File: config.mk
export PLATFORM = sky130hd
export DESIGN_NAME = td4_sequencer_flat
export DESIGN_NICKNAME = d
export VERILOG_FILES = /design/src/rtl/td4_pkg.sv /design/src/rtl/td4_sequencer_if.sv /design/src/rtl/td4_decode.sv /design/src/rtl/td4_sequencer.sv /design/src/flat_wrapper.sv
export SDC_FILE = /design/constraint.sdc
export NUM_CORES = 1
export LEC_CHECK = 0
export BUFFER_PORTS_ARGS = -buffer_cell sky130_fd_sc_hd__buf_2
export CAP_MARGIN = 20
export CORE_AREA = 2 2 66 43
export CTS_CLUSTER_SIZE = 30
export DETAILED_ROUTE_END_ITERATION = 10
export DIE_AREA = 0 0 68 45
export PLACE_DENSITY = 0.72
export SETUP_SLACK_MARGIN = 0.4
export SLEW_MARGIN = 20
export SYNTH_ARGS = -nofsm -noshare
export SYNTH_HDL_FRONTEND = slang
export SYNTH_HIERARCHICAL = 1
export SYNTH_SLANG_ARGS = --single-unit
File: constraint.sdc
create_clock -name clk -period 1.97 [get_ports clk]
set_clock_uncertainty 0.15 [all_clocks]
set_input_delay 0.0985 -clock clk [delete_from_list [all_inputs] [get_ports clk]]
set_output_delay 0.0985 -clock clk [all_outputs]
set_load 0.05 [all_outputs]
File: src/rtl/td4_pkg.sv
// rtl/td4_pkg.sv - shared TD4 control definitions
//
// Purpose: opcode encodings, register-load bit positions, ALU source
// encodings and the sequencer state type used by the TD4 control unit.
// Ports: none (package).

package td4_pkg;

  localparam logic [3:0] OP_ADD_A  = 4'b0000;
  localparam logic [3:0] OP_MOV_AB = 4'b0001;
  localparam logic [3:0] OP_IN_A   = 4'b0010;
  localparam logic [3:0] OP_MOV_A  = 4'b0011;
  localparam logic [3:0] OP_MOV_BA = 4'b0100;
  localparam logic [3:0] OP_ADD_B  = 4'b0101;
  localparam logic [3:0] OP_IN_B   = 4'b0110;
  localparam logic [3:0] OP_MOV_B  = 4'b0111;
  localparam logic [3:0] OP_OUT_B  = 4'b1001;
  localparam logic [3:0] OP_OUT_IM = 4'b1011;
  localparam logic [3:0] OP_JNC    = 4'b1110;
  localparam logic [3:0] OP_JMP    = 4'b1111;

  localparam int LD_A   = 0;
  localparam int LD_B   = 1;
  localparam int LD_OUT = 2;
  localparam int LD_PC  = 3;

  localparam logic [1:0] SEL_A    = 2'b00;
  localparam logic [1:0] SEL_B    = 2'b01;
  localparam logic [1:0] SEL_IN   = 2'b10;
  localparam logic [1:0] SEL_ZERO = 2'b11;

  typedef enum logic [1:0] {
    IDLE  = 2'b00,
    FETCH = 2'b01,
    EXEC  = 2'b10,
    HALT  = 2'b11
  } state_e;

endpackage

File: src/rtl/td4_sequencer_if.sv
// rtl/td4_sequencer_if.sv - ROM / register-file bus of the TD4 sequencer
//
// Purpose: groups the instruction fetch input and register-file control
// signals between the sequencer and the ROM/REGISTERS blocks.
// Signals:
//   rom_data [7:0] instruction at the current PC
//   carry_n        registered carry flag (0 = carry set)
//   load_n   [3:0] active-low loads: A, B, OUT, PC
//   select   [1:0] ALU source select
//   immed    [3:0] ALU immediate
//   regs_en        register-file update enable
// Modports: master = sequencer side, slave = ROM/register-file side.

interface td4_sequencer_if;
  logic [7:0] rom_data;
  logic       carry_n;
  logic [3:0] load_n;
  logic [1:0] select;
  logic [3:0] immed;
  logic       regs_en;

  modport master (
    input  rom_data,
    input  carry_n,
    output load_n,
    output select,
    output immed,
    output regs_en
  );

  modport slave (
    output rom_data,
    output carry_n,
    input  load_n,
    input  select,
    input  immed,
    input  regs_en
  );
endinterface

File: src/rtl/td4_decode.sv
// rtl/td4_decode.sv - TD4 instruction decoder
//
// Purpose: combinational decode of an instruction byte into register-file
// controls.
// Ports:
//   ir      [7:0] in   instruction ([7:4] opcode, [3:0] immediate)
//   carry_n       in   carry flag, 0 = carry set (used by JNC)
//   load_n  [3:0] out  active-low loads: A, B, OUT, PC
//   select  [1:0] out  ALU source select
//   immed   [3:0] out  immediate, forced to 0 for register moves and IN
//   illegal       out  opcode is not part of the instruction set

module td4_decode
  import td4_pkg::*;
(
  input  logic [7:0] ir,
  input  logic       carry_n,
  output logic [3:0] load_n,
  output logic [1:0] select,
  output logic [3:0] immed,
  output logic       illegal
);

  always_comb begin
    load_n  = 4'b1111;
    select  = SEL_A;
    immed   = ir[3:0];
    illegal = 1'b0;
    case (ir[7:4])
      OP_ADD_A:  begin select = SEL_A;    load_n[LD_A]   = 1'b0; end
      OP_ADD_B:  begin select = SEL_B;    load_n[LD_B]   = 1'b0; end
      OP_MOV_A:  begin select = SEL_ZERO; load_n[LD_A]   = 1'b0; end
      OP_MOV_B:  begin select = SEL_ZERO; load_n[LD_B]   = 1'b0; end
      OP_MOV_AB: begin select = SEL_B;    load_n[LD_A]   = 1'b0; immed = 4'd0; end
      OP_MOV_BA: begin select = SEL_A;    load_n[LD_B]   = 1'b0; immed = 4'd0; end
      OP_IN_A:   begin select = SEL_IN;   load_n[LD_A]   = 1'b0; immed = 4'd0; end
      OP_IN_B:   begin select = SEL_IN;   load_n[LD_B]   = 1'b0; immed = 4'd0; end
      OP_OUT_B:  begin select = SEL_B;    load_n[LD_OUT] = 1'b0; immed = 4'd0; end
      OP_OUT_IM: begin select = SEL_ZERO; load_n[LD_OUT] = 1'b0; end
      OP_JMP:    begin select = SEL_ZERO; load_n[LD_PC]  = 1'b0; end
      // Jump only when carry is clear; otherwise no load, so PC auto-increments.
      OP_JNC:    begin select = SEL_ZERO; load_n[LD_PC]  = ~carry_n; end
      default: begin
        illegal = 1'b1;
        immed   = 4'd0;
      end
    endcase
  end

endmodule

File: src/rtl/td4_sequencer.sv
// rtl/td4_sequencer.sv - TD4 CPU control unit
//
// Purpose: fetches the instruction at the register file's PC, decodes it and
// issues one register-file update cycle per instruction. Free-run and
// single-step modes, halt on illegal opcodes, retired-instruction counter.
// Ports:
//   clk             in   clock, rising edge
//   clr             in   synchronous active-high reset
//   run             in   level, execute continuously
//   step_req        in   level, request one instruction while run=0
//   step_ack        out  one-cycle pulse in EXEC of a stepped instruction
//   halted          out  1 while in HALT
//   instr_cnt [CNT_W-1:0] out  retired instructions, wraps
//   bus             master side of td4_sequencer_if (ROM + register file)

module td4_sequencer
  import td4_pkg::*;
#(
  parameter int CNT_W           = 8,
  parameter int HALT_ON_ILLEGAL = 1
) (
  input  logic             clk,
  input  logic             clr,
  input  logic             run,
  input  logic             step_req,
  output logic             step_ack,
  output logic             halted,
  output logic [CNT_W-1:0] instr_cnt,
  td4_sequencer_if.master  bus
);

  state_e           state_q, state_d;
  logic [7:0]       ir_q, ir_d;
  logic             step_q, step_d;
  logic [CNT_W-1:0] cnt_q, cnt_d;

  logic [3:0] dec_load_n;
  logic [1:0] dec_select;
  logic [3:0] dec_immed;
  logic       dec_illegal;
  logic       halt_now;
  logic       in_exec;

  // Decode works from the latched IR only, so rom_data never reaches load_n
  // combinationally.
  td4_decode u_decode (
    .ir      (ir_q),
    .carry_n (bus.carry_n),
    .load_n  (dec_load_n),
    .select  (dec_select),
    .immed   (dec_immed),
    .illegal (dec_illegal)
  );

  assign halt_now = dec_illegal && (HALT_ON_ILLEGAL != 0);

  // clr suppresses the EXEC outputs so a reset mid-instruction never
  // produces a register-file update.
  assign in_exec = (state_q == EXEC) && !clr;

  always_comb begin
    state_d = state_q;
    ir_d    = ir_q;
    step_d  = step_q;
    cnt_d   = cnt_q;
    case (state_q)
      IDLE: begin
        if (run) begin
          state_d = FETCH;
          step_d  = 1'b0;
        end else if (step_req) begin
          state_d = FETCH;
          step_d  = 1'b1;
        end
      end
      FETCH: begin
        ir_d    = bus.rom_data;
        state_d = EXEC;
      end
      EXEC: begin
        step_d = 1'b0;
        if (halt_now) begin
          state_d = HALT;
        end else begin
          cnt_d   = cnt_q + CNT_W'(1);
          state_d = run ? FETCH : IDLE;
        end
      end
      HALT: state_d = HALT;
      default: state_d = IDLE;
    endcase
  end

  always_ff @(posedge clk) begin
    if (clr) begin
      state_q <= IDLE;
      ir_q    <= 8'd0;
      step_q  <= 1'b0;
      cnt_q   <= '0;
    end else begin
      state_q <= state_d;
      ir_q    <= ir_d;
      step_q  <= step_d;
      cnt_q   <= cnt_d;
    end
  end

  assign bus.load_n  = in_exec ? dec_load_n : 4'b1111;
  assign bus.select  = in_exec ? dec_select : SEL_A;
  assign bus.immed   = in_exec ? dec_immed  : 4'd0;
  assign bus.regs_en = in_exec && !halt_now;
  assign step_ack    = in_exec && step_q;
  assign halted      = (state_q == HALT);
  assign instr_cnt   = cnt_q;

endmodule

File: src/flat_wrapper.sv
// flat-port wrapper written by rule: the top's interface ports become plain ports
module td4_sequencer_flat import td4_pkg::*;
#(
  parameter int CNT_W           = 8,
  parameter int HALT_ON_ILLEGAL = 1
)
  (clk, clr, run, step_req, step_ack, halted, instr_cnt, bus_rom_data, bus_carry_n, bus_load_n, bus_select, bus_immed, bus_regs_en);
  td4_sequencer_if bus_i ();
  input  logic clk;
  input  logic clr;
  input  logic run;
  input  logic step_req;
  output logic step_ack;
  output logic halted;
  output logic [CNT_W-1:0] instr_cnt;
  input wire logic [$bits(bus_i.rom_data)-1:0] bus_rom_data;
  input wire logic [$bits(bus_i.carry_n)-1:0] bus_carry_n;
  output wire logic [$bits(bus_i.load_n)-1:0] bus_load_n;
  output wire logic [$bits(bus_i.select)-1:0] bus_select;
  output wire logic [$bits(bus_i.immed)-1:0] bus_immed;
  output wire logic [$bits(bus_i.regs_en)-1:0] bus_regs_en;
  assign bus_i.rom_data = bus_rom_data;
  assign bus_i.carry_n = bus_carry_n;
  assign bus_load_n = bus_i.load_n;
  assign bus_select = bus_i.select;
  assign bus_immed = bus_i.immed;
  assign bus_regs_en = bus_i.regs_en;
  td4_sequencer #(.CNT_W(CNT_W), .HALT_ON_ILLEGAL(HALT_ON_ILLEGAL)) u_core (.clk(clk), .clr(clr), .run(run), .step_req(step_req), .step_ack(step_ack), .halted(halted), .instr_cnt(instr_cnt), .bus(bus_i));
endmodule
# Word-level counts from Yosys, hierarchy flattened
# Cells that the tools add are included.
dict set report totals {
  ram_bits 0
  output_inout_bits 21
  latch_bits 0
  word_cells 55
  n_memories 0
  romBits 0
  ff_bits 19
}
dict set report classes {
  reduce_logical 17
  add_sub_neg 1
  order_cmp 0
  n_div 0
  n_mux 17
  bitwise_logic 1
  mul 0
  n_eq_ne 15
  shift 0
}
# operator n
set op_table {}
lappend op_table {{$eq 4x3->1 const B} 4}
lappend op_table {{$eq 4x4->1 const B} 4}
lappend op_table {{$mux 4} 3}
lappend op_table {{$reduce_or 12->1} 1}
lappend op_table {{$add 8x1->8 const B} 1}
lappend op_table {{$eq 4x2->1 const B} 2}
lappend op_table {{$mux 2} 4}
lappend op_table {{$pmux 2 s4} 1}
lappend op_table {{$reduce_or 4->1} 2}
lappend op_table {{$reduce_or 7->1} 1}
lappend op_table {{$mux 1} 6}
lappend op_table {{$pmux 2 s3} 1}
lappend op_table {{$reduce_or 5->1} 1}
lappend op_table {{$eq 2x2->1 const B} 2}
lappend op_table {{$eq 4x1->1 const B} 1}
lappend op_table {{$logic_not 4->1} 1}
lappend op_table {{$pmux 1 s2} 2}
lappend op_table {{$reduce_and 2->1} 2}
lappend op_table {{$reduce_or 2->1} 2}
lappend op_table {{$logic_and 1x1->1} 3}
lappend op_table {{$ne 3x3->1 const B} 1}
lappend op_table {{$reduce_or 3->1} 1}
lappend op_table {{$eq 2x1->1 const B} 1}
lappend op_table {{$logic_not 2->1} 1}
lappend op_table {{other kinds (3)} 3}

# Depth between registers and ports, before layout
dict set report logic_depth {
  depth_word 4
  mapped_depth 7
  depth_no_buf 5
}

# Cells and area by module
# The synthesis kept the hierarchy.
# mod area_per_inst_um2 seq_area_each_um2 instances cells_per_inst
set by_module_without_submodules {}
lappend by_module_without_submodules {td4_sequencer 892.1 380.4 1 98}
lappend by_module_without_submodules {td4_decode 143.9 0.0 1 20}

# Worst setup path after synthesis
# OpenSTA, ideal clock, no wires.
dict set report synth_timing {
  path_kind {register -> output}
  start {register u_core.ir_q[6]}
  end {output port bus_regs_en}
  setup_slack_ns -0.116
  path_stages_with_launch 7
  path_buffers 2
  t_arrival_ns 1.837
  cell_sequence {dfxtp_1 buf_6 and2b_2 a211oi_1 or3b_1 buf_6 nor2_1}
}
dict set report synth_between {
  elab_chain_len 3
  elab_cells_between_ends 14
  classes_between {11 x eq/ne; 3 x reduce/logical}
}
# item line_no
set synth_lines {}
lappend synth_lines {{start: declaration} td4_sequencer.sv:33} ;# logic [7:0] ir_q, ir_d;
lappend synth_lines {{start signal: assignment} td4_sequencer.sv:102} ;# ir_q <= ir_d;
lappend synth_lines {{$eq 4x4->1, or another cell as far along} td4_decode.sv:29} ;# case (ir[7:4])
lappend synth_lines {{$reduce_or 12->1 (no source line) *} --}
lappend synth_lines {{$logic_and 1x1->1 *} td4_sequencer.sv:111} ;# assign bus.regs_en = in_exec && !halt_now;
lappend synth_lines {{end: declaration} flat_wrapper.sv:21} ;# output wire logic [$bits(bus_i.regs_en)-1:0] bus_regs_en;
# Every way passes the cells marked *; elsewhere a longest branch is shown, timed or not.

# Final worst setup path
# Ends and elaborated chain as after synthesis.

==> key figures <==
Run status
  – Run status: finished clean

Floorplanning
  – Number of placed I/O pins: 34
  – Core footprint: roughly 2400 um2
  – Die Wd: 68 um
  – Effective utilization at floorplan: ~43%
  – Die height: around 45 um
  – DIE AREA: around 3100 um2
  – Rows: 14

Layout
  – Number of nets in the finished design: between 150 and 200
  – Combined area of the multi-input logic cells: approximately 750 um2
  – Most frequent cells in the layout: buf_2, buf_6, nor2_1, buf_4, dfxtp_1
  – Number of fill cells: 157
  – Register cell area after layout: about 390 um2
  – Layout cells sized above 1: a little over half
  – Commonest non-fill, non-tap cell in the layout: buf_2
  – Number of antenna diodes: 0
  – Area growth from synthesis to layout: 74.4%

Min path
  – Worst min-delay path category: in -> reg
  – Hold-critical path depth: 3
  – Start point of the worst min-delay path: run
  – Endpoint with the worst hold slack: u_core/state_q[0]$_SDFFE_PP0P_

Clocking
  – Max Buffers Root-to-Sink: 2
  – Maximum level of the CTS H-tree: 1
  – Number of buffers inserted during clock tree synthesis: 3
  – Clock tree from TritonCTS: yes
  – Clk slew on worst S/H paths: around 0.07 ns
  – Root cell of the clock tree: clkbuf_8
  – Number of sinks handled by clock tree synthesis: 19
  – Insertion delay of the later-clocked pin in the worst-skew pair: 0.26 ns

Timing
  – Total Negative Setup Slacks: 0 ns
  – Crit share post-route: between 90% and 100%
  – Max-slew violations: 0
  – Count of endpoints failing hold in the final timing report: 0
  – Achievable Freq: approximately 0.52 GHz
  – Headroom to the max-slew limit: 74.3%
  – Worst hold slack across all endpoints: between 0.02 and 0.03 ns
  – Setup-violating endpoint count in the final report: 0
  – Actual transition at the worst max-transition pin: approximately 0.38 ns
  – Clock period minus final worst setup slack: 1.91 ns
  – Unrepaired setup endpoints after global routing: true

Setup path
  – Cell count of the worst reg-to-reg path: 5
  – Maximum single-stage delay on the critical path: 0.39 ns
  – Cell repeated most along the worst path: buf_6
  – Destination of the worst register-to-register timing path: u_core/instr_cnt[4]$_SDFFE_PP0P_
  – Launch point of the worst reg-to-reg path: u_core/ir_q[6]$_SDFFE_PP0N_
  – Max Fanout on Critical Path: 4
  – Nature of the critical path endpoint: output pin
  – Worst-case register-to-register setup slack: around 0.070 ns
  – Cell with the largest stage delay on the worst path: or3b_4
  – Critical path buffers and inverters: 2
  – Nature of the critical path startpoint: flop
  – Required time at the worst-slack endpoint: approximately 1.7 ns
  – Kind of critical path: reg -> out
  – Cell class contributing the biggest share of worst-path delay: simple AND/OR/NAND/NOR gates
  – Worst endpoint data arrival time: between 1.5 and 2 ns
  – Crit path cell chain: and2b_2 -> a211oi_4 -> or3b_4 -> buf_6 -> nor2_4 -> buf_6

Global routing
  – Global routing usage summed across all routing layers: 24.8%
  – Initial antenna violation count: 0
  – Vias in the first global route: 1149
  – Final global-route overflow total: 0
  – Pin count of the biggest net entering global routing: 23
  – First-pass GRT wire length: about 5500 um

Detailed routing
  – First-pass detailed-route iteration total: 4
  – Per-cell routed wire length: approximately 18 um
  – Remaining number of nets flagged by the antenna check after routing: 0
  – Via density per instance: 5.44
  – DRC violations left: 0
  – Number of DRC markers after the initial detailed-route iteration: between 40 and 50
  – Total length of routed wires: 3720 um
  – Vias after detailed routing: around 1100

Placement
  – Detailed-placement wirelength estimate: between 1500 and 2000 um
  – Routability cong.: 0.792
  – Count of port buffers added during placement: 33

Synth
  – Main area contributors after synthesis: dfxtp_1, mux2i_1, nor2_1, and2_1, nor2b_1
  – Biggest area consumer among synthesized cells: dfxtp_1
  – Number of distinct standard cells referenced by the synthesized netlist: 37
  – EDFF count, synth: 0
  – Yosys warning count: 6
  – Top cell type's share of synthesized area: approximately 37%
  – Total standard cell area after synthesis: 1040 um2
  – Syn Inst Count: around 120
  – Mean Syn Cell Area: 8.78 um2
  – Syn nets: 132
  – Flops & latches, synth: 19
  – Leading register cell type out of synthesis: dfxtp_1
  – Post-synthesis sequential area ratio: between 30 and 40%
  – Share of async-settable or async-resettable flops after synthesis: 0%

Pwr
  – Flop pwr share: between 40% and 50%
  – Pleak: around 0.84 nW
  – Max rail drop VDD: between 0.4 and 0.5 mV
  – Clock share of power: between 20% and 30%
  – Int Power: between 0.6 and 0.7 mW
  – Total power divided by cell area: 541 nW/um2
  – Switching share of power: between 20% and 30%
  – Psw: 0.286 mW
  – Combinational cell fraction of total power: roughly 29%

Run
  – Max cap viols: 0
-- state kept, by name, summed over array words and instances, names as in the netlist --
register and cells:
u_core/step_q 1, u_core/instr_cnt 8, u_core/ir_q 8, u_core/state_q 2
-- power groups by stage --
| stage | combinational, mW | sequential, mW | clock (mW) |
|---|---|---|---|
| finish | 0.281 | 0.428 | 0.268 |
| global route | 0.296 | 0.429 | 0.293 |
| CTS | 0.236 | 0.423 | 0.276 |
| detailed placement | 0.159 | 0.430 | 0 |
| global placement | 0.155 | 0.429 | 0 |
| floorplan | 0.113 | 0.435 | 0 |
-- per-layer routing --
metal / part of all wire (%) / track usage, % / wire, um
met5: 0 / 0 / 0
met3: 4.8 / 6.48 / 180
met1: 43 / 29.6 / 1580
met4: 2.7 / 8.00 / 100
met2: 50 / 43.9 / 1860
-- stage by stage --
stage | total power [mW] | cells | util [%] | worst slack [ns] | cell area, um2
2_1_floorplan | 0.548 | 118 | - | -0.0155 | 1050
3_3_place_gp | 0.584 | 183 | 52.0 | 0.224 | 1260
3_5_place_dp | 0.590 | 183 | 52.0 | 0.153 | 1260
4_1_cts | 0.935 | 206 | 69.8 | 0.0619 | 1690
5_1_grt | 1.02 | 211 | 74.7 | 0.0233 | 1810
6_report | 0.978 | 211 | 74.7 | 0.0551 | 1810
-- logic make-up after synthesis --
| logic type | share of synthesized area (%) |
|---|---|
| mux | 10.9 |
| xor+xnor | 1.69 |
| buf+inv | 5.80 |
| simple gates | 32.6 |
| compound gates | 11.1 |
| fa+ha+maj | 1.21 |
| flops | 36.7 |
-- cells in the mapped netlist, drive strengths merged, types with 3 or more instances --
library cell  number
dfxtp             19
nor2              18
and2               9
mux2i              9
nor2b              7
nand2b             5
a21oi              4
clkbuf             4
nand2              4
buf                3
inv                3
nor4               3
-- final cells by class --
| cell class | instances | area share, % |
|---|---|---|
| clock buffers | 3 | 2.29 |
| clock inverters | 1 | 0.277 |
| inverters | 3 | 0.623 |
| multi-input cells | 89 | 41.3 |
| flip-flops and latches | 19 | 21.8 |
| well taps | 32 | 2.22 |
| repair buffers | 64 | 31.5 |
-- how the worst max path moves through the flow --
stage | slack, ns | start | to | cells past startpoint
2_1_floorplan | -0.02 | u_core/ir_q[6]$_SDFFE_PP0N_ | u_core/instr_cnt[4]$_SDFFE_PP0P_ | 7
3_3_place_gp | 0.22 | u_core/ir_q[6]$_SDFFE_PP0N_ | u_core/instr_cnt[4]$_SDFFE_PP0P_ | 5
3_5_place_dp | 0.15 | u_core/ir_q[6]$_SDFFE_PP0N_ | u_core/instr_cnt[7]$_SDFFE_PP0P_ | 5
4_1_cts | 0.06 | u_core/ir_q[6]$_SDFFE_PP0N_ | bus_regs_en | 6
5_1_grt | 0.02 | u_core/ir_q[6]$_SDFFE_PP0N_ | bus_regs_en | 6
6_report | 0.06 | u_core/ir_q[6]$_SDFFE_PP0N_ | bus_regs_en | 6
-- timing repair --
| item | CTS | global route |
|---|---|---|
| cloned | 1 | 0 |
| hold buffers | 8 | 0 |
| pin swaps | 10 | 9 |
| hold endpoints to repair | 8 | 0 |
| setup endpoints to repair | 20 | 28 |
| buffers inserted | 10 | 5 |
| resized for setup | 60 | 17 |
-- worst min-delay path, cell delays in order --
cell and delay, ns:
buf_2 0.13, o22ai_4 0.08, nor2_1 0.09
No activity file was read; power rests on OpenSTA's default activity.
